[config.mk]
export PLATFORM = sky130hd
export DESIGN_NAME = ttl_74161_163
export DESIGN_NICKNAME = d
export VERILOG_FILES = /design/src/rtl/ttl_pkg.sv /design/src/rtl/ttl_pin_sync.sv /design/src/rtl/ttl_74161_163.sv
export SDC_FILE = /design/constraint.sdc
export NUM_CORES = 1
export LEC_CHECK = 0
export ABC_AREA = 1
export CORE_AREA = 2 2 39 41
export CTS_BUF_LIST = sky130_fd_sc_hd__clkbuf_2
export DETAILED_ROUTE_END_ITERATION = 16
export DIE_AREA = 0 0 41 43
export GPL_TIMING_DRIVEN = 0
export PLACE_DENSITY = 0.51
export RECOVER_POWER = 25
export SETUP_SLACK_MARGIN = 0.1
export SYNTH_ARGS = -nofsm -noshare
export SYNTH_HDL_FRONTEND = slang
export SYNTH_SLANG_ARGS = --single-unit
[constraint.sdc]
create_clock -name clk -period 1 [get_ports clk]
set_clock_uncertainty 0.05 [all_clocks]
set_input_delay 0.2 -clock clk [delete_from_list [all_inputs] [get_ports clk]]
set_output_delay 0.2 -clock clk [all_outputs]
set_load 0.02 [all_outputs]
[src/rtl/ttl_pkg.sv]
// Shared types and helpers for the TTL counter models: nibble type, per-cycle
// counter action and the priority resolver that picks it.
package ttl_pkg;

  localparam int TTL_CNT_W = 4;

  typedef logic [TTL_CNT_W-1:0] ttl_nibble_t;

  localparam ttl_nibble_t TTL_CNT_MAX = 4'hF;

  typedef enum logic [1:0] {
    OP_HOLD,
    OP_CLR,
    OP_LOAD,
    OP_INC
  } ttl_cnt_op_t;

  // Clear outranks load, load outranks count. A 74161 (sync_clr=0) clears
  // without waiting for a CP edge.
  function automatic ttl_cnt_op_t ttl_resolve_op(
    input logic tick,
    input logic sync_clr,
    input logic clr_n,
    input logic load_n,
    input logic enp,
    input logic ent
  );
    ttl_cnt_op_t op;
    op = OP_HOLD;
    if (!clr_n && (!sync_clr || tick)) begin
      op = OP_CLR;
    end else if (tick && !load_n) begin
      op = OP_LOAD;
    end else if (tick && enp && ent) begin
      op = OP_INC;
    end
    return op;
  endfunction

  function automatic ttl_nibble_t ttl_next_count(
    input ttl_cnt_op_t op,
    input ttl_nibble_t q,
    input ttl_nibble_t data
  );
    ttl_nibble_t nxt;
    case (op)
      OP_CLR:  nxt = '0;
      OP_LOAD: nxt = data;
      OP_INC:  nxt = q + ttl_nibble_t'(1);
      default: nxt = q;
    endcase
    return nxt;
  endfunction

endpackage

[src/rtl/ttl_pin_sync.sv]
// Two-flop synchroniser for asynchronous board pins: a bank of level inputs
// plus one strobe input whose rising edge is reported as a one-cycle pulse.
module ttl_pin_sync #(
  parameter int           W          = 1,
  parameter logic [W-1:0] RST_VAL    = '0,
  parameter logic         STROBE_RST = 1'b1
) (
  input  logic         clk,
  input  logic         rst,
  input  logic         strobe_i,
  input  logic [W-1:0] d_i,
  output logic [W-1:0] q_o,
  output logic         rise_o
);

  logic [W-1:0] d_s1_q, d_s2_q;
  logic         st_s1_q, st_s2_q, st_prev_q;
  logic         rise_q, rise_d;

  // Resetting the strobe history to STROBE_RST (normally high) stops a pin
  // that is already high at reset release from looking like a fresh edge.
  assign rise_d = st_s2_q & ~st_prev_q;

  always_ff @(posedge clk) begin
    // NOTE: non-blocking assignments let every stage sample the previous
    // stage's old value, which is what makes this a shift chain.
    if (rst) begin
      d_s1_q    <= RST_VAL;
      d_s2_q    <= RST_VAL;
      st_s1_q   <= STROBE_RST;
      st_s2_q   <= STROBE_RST;
      st_prev_q <= STROBE_RST;
      rise_q    <= 1'b0;
    end else begin
      d_s1_q    <= d_i;
      d_s2_q    <= d_s1_q;
      st_s1_q   <= strobe_i;
      st_s2_q   <= st_s1_q;
      st_prev_q <= st_s2_q;
      rise_q    <= rise_d;
    end
  end

  assign q_o    = d_s2_q;
  assign rise_o = rise_q;

endmodule

[src/rtl/ttl_74161_163.sv]
// 74161/74163 presettable 4-bit binary counter on the system clock; CP is an
// enable. Macro TTL_CP_EDGE_DETECT_EN adds pin synchronisers and CP edge detect.
module ttl_74161_163
  import ttl_pkg::*;
#(
  parameter bit SYNC_CLR = 1'b1
) (
  input  logic clk,
  input  logic rst,
  input  logic CP,
  input  logic CLR_n,
  input  logic LOAD_n,
  input  logic ENP,
  input  logic ENT,
  input  logic A,
  input  logic B,
  input  logic C,
  input  logic D,
  output logic QA,
  output logic QB,
  output logic QC,
  output logic QD,
  output logic RCO
);

  logic        tick;
  logic        clr_n_s, load_n_s, enp_s, ent_s;
  ttl_nibble_t data_s;

`ifdef TTL_CP_EDGE_DETECT_EN
  localparam int             LVL_W   = 8;
  // Level pins in order {CLR_n, LOAD_n, ENP, ENT, D, C, B, A}.
  localparam logic [LVL_W-1:0] LVL_RST = 8'b1100_0000;

  logic [LVL_W-1:0] lvl_s;

  ttl_pin_sync #(
    .W         (LVL_W),
    .RST_VAL   (LVL_RST),
    .STROBE_RST(1'b1)
  ) u_pin_sync (
    .clk     (clk),
    .rst     (rst),
    .strobe_i(CP),
    .d_i     ({CLR_n, LOAD_n, ENP, ENT, D, C, B, A}),
    .q_o     (lvl_s),
    .rise_o  (tick)
  );

  assign {clr_n_s, load_n_s, enp_s, ent_s, data_s} = lvl_s;
`else
  assign tick = CP;
  assign {clr_n_s, load_n_s, enp_s, ent_s, data_s} =
    {CLR_n, LOAD_n, ENP, ENT, D, C, B, A};
`endif

  ttl_cnt_op_t op;
  ttl_nibble_t q_d, q_q;

  always_comb begin
    // NOTE: both outputs are assigned unconditionally so no latch can form.
    op  = ttl_resolve_op(tick, SYNC_CLR, clr_n_s, load_n_s, enp_s, ent_s);
    q_d = ttl_next_count(op, q_q, data_s);
  end

  always_ff @(posedge clk) begin
    if (rst) begin
      q_q <= '0;
    end else begin
      q_q <= q_d;
    end
  end

  assign {QD, QC, QB, QA} = q_q;
  assign RCO              = ent_s & (q_q == TTL_CNT_MAX);

endmodule

==> flow_metrics.py <==
metrics = {
    "sta": {
        "worst_pin_slew_ns": 0.190,
        "layout_min_cycle_time_ns": 1.22,
        "fmax_ghz": 0.821,
        "setup_violations": 6,
        "finalHoldWorstSlack_ns": 0.542,
        "hold_viol": 0,
        "worst_slack_ns": -0.218,
        "rsz0062_at_grt": "yes",
        "max_slew_margin_pct": 87.3,
        "maxSlewViolCount": 0,
        "fin_crit_sh_pct": 122,
    },
    "cells_and_area": {
        "registers.top_by_ff_count": "q_q",
        "final_cell_count_no_fill": 94,
        "reg_top3": "q_q x4",
        "final_util_pct": 45.3,
        "fill_cells": 148,
        "nNetsFinal": 91,
        "syn2layout_area_growth_pct": 115,
        "seqCellArea_sq_um": 95.1,
        "multi_input_area_sq_um": 221,
        "largest_register_ffs": 4,
        "drive_gt1_share_pct": 43.6,
        "antennaDiodeCount": 0,
    },
    "placed_design": {
        "io_buffers": 15,
        "hpwl_um": 576,
        "place_congestion": 0.677,
        "dp.cells": 80,
        "pre_cts_ws_ns": -0.728,
    },
    "synth": {
        "ys_ff_latch": 4,
        "synth_commonest_cells": "19 x nand2_1, 10 x inv_1, 6 x nand3_1",
        "ys_warn_count": 0,
        "synth_most_common_cell": "nand2_1",
        "avgSynthCellArea_sq_um": 5.95,
        "syn_area_sq_um": 292,
        "synthFlopType": "dfxtp_1",
        "synth_seq_area_share_pct": 27.5,
        "synth-edff-count": 0,
        "synth_fp_nets": 61,
        "ys_async_sr_fraction_pct": 0,
        "synth_top_area_share_pct": 27.5,
        "syn_inst": 49,
        "yosys-top-cells-area": "dfxtp_1 27%, nand2_1 24%, inv_1 13%, nand4_1 11%, nand3_1 10%",
        "synth.distinct_cells": 10,
        "synth_top_cell_by_area": "dfxtp_1",
    },
    "route": {
        "routedWlPerCell_um": 9.61,
        "first_iter_violations": 7,
        "via_per_inst": 4.34,
        "dr.pass1.iters": 4,
        "vias": 408,
        "drcViolationCount": 0,
        "wirelength_um": 903,
        "drtAntennaViolNets": 0,
    },
    "job": {
        "maxCapViolations": 0,
    },
    "critical_path": {
        "crit_type": "register to output port",
        "worst_path_largest_cell_delay_ns": 0.36,
        "cp.required_ns": 0.75,
        "cp-start-kind": "register",
        "crit_path_max_fanout": 2,
        "worstPathArrival_ns": 0.97,
        "cpMaxStageDelayCell": "dfxtp_4",
        "crit_chain": "ha_4 > nand2_4 > nor2_4 > buf_6",
        "end_kind": "output port",
    },
    "min_path": {
        "min_path_type": "input port to register",
    },
    "cts": {
        "cts_buffer_depth": 2,
        "cts_tree": "yes",
        "clock_latency_ns": 0.23,
        "clockRootBuffer": "clkbuf_2",
        "cts_inserted_buffers": 3,
        "h-tree-depth": 1,
        "clk_pin_slew_worst_paths_ns": 0.06,
        "cts_sinks": 4,
    },
    "global_routing": {
        "grt_pass1_vias": 426,
        "grt_max_degree": 6,
        "antenna_found_initial": 0,
        "track_usage_pct": 13.9,
        "grt_overflow_total": 0,
        "grt_pass1_wl_um": 1550,
    },
    "floorplanning": {
        "dieWidth_um": 41,
        "die-area_sq_um": 1760,
        "io_pins": 16,
        "rows": 14,
        "core_region_area_sq_um": 1380,
        "start_util_pct": 21.1,
        "die_h_um": 43,
    },
    "pwr": {
        "max-vdd-ir-drop_mv": 0.436,
        "p_leak_uw": 0.000338,
        "p_per_area_nw_per_um2": 767,
    },
    "outcome": {
        "violations": "negative setup slack",
        "status": "finished with violations",
    },
}
## layout make-up
| class | instances | share of cell area, % |
|---|---|---|
| Timing Repair Buffer | 25 | 37.1 |
| Multi-Input combinational cell | 35 | 35.3 |
| Sequential cell | 4 | 15.2 |
| Inverter | 10 | 5.99 |
| Clock buffer | 4 | 3.19 |
| Tap cell | 16 | 3.19 |
## path summary, 6_finish.rpt
path / to / from / depth (start not counted) / slack [ns]
worst max-delay path: RCO / q_q[0] / 4 / -0.22
worst max register to register: q_q[2] / q_q[0] / 7 / -0.14
worst min-delay path: q_q[2] / LOAD_n / 7 / 0.54
worst min register to register: q_q[1] / q_q[1] / 5 / 0.64
## metal layers
metal / global-route usage, % / routed length [um] / up-vias
li1: - / - / 213
met1: 13.9 / 340 / 182
met2: 21.3 / 497 / 13
met3: 7.85 / 65 / 0
met4: 8.00 / 0 / 0
met5: 0 / 0 / -
## cells by family (layout without fill, tap and decap cells)
kind of cell	Yosys count	count (layout)	synth area share, %
DFF	4	4	27.5
xor gates and xnor gates	1	1	3.00
buffers and inverters	10	39	12.9
adders and majority gates	1	1	4.29
and+or+nand+nor	33	33	52.4
## cells in the final DEF (no fill, tap or decap), drive strengths merged, types with 2 or more instances in the layout
| cell | n |
|---|---|
| nand4 | 5 |
| clkdlybuf4s50 | 5 |
| dfxtp | 4 |
| nor2 | 2 |
| buf | 15 |
| nand3 | 7 |
| nand2 | 19 |
| inv | 10 |
| dlygate4sd2 | 5 |
| clkbuf | 4 |
## what timing repair did
item	in CTS	in global routing
setup endpoints to repair	9	9
hold buffers	0	0
resized for setup	45	3
pin swaps	8	4
setup buffers	10	1
## power breakdown
group / internal [uW] / switching [uW]
logic: 67.7 / 55.1
clock network: 106 / 89.0
registers: 157 / 5.66
total: 331 / 150
## per-stage QoR
step	cell area, sq um	TNS [ns]	total power (uW)
2_1_floorplan	324	0	208
3_3_place_gp	494	-3.35	268
3_5_place_dp	494	-3.35	268
4_1_cts	618	-0.951	484
5_1_grt	627	-1.04	510
6_report	627	-0.626	481
## critical path: cells and delay by family, from the launching register on
kind                       cells  cell delay, ns
DFF                            1            0.36
and+or+nand+nor                2            0.12
buffers and inverters          1            0.11
adders and majority gates      1            0.15
Note: power is estimated with default switching activity, not from simulation.
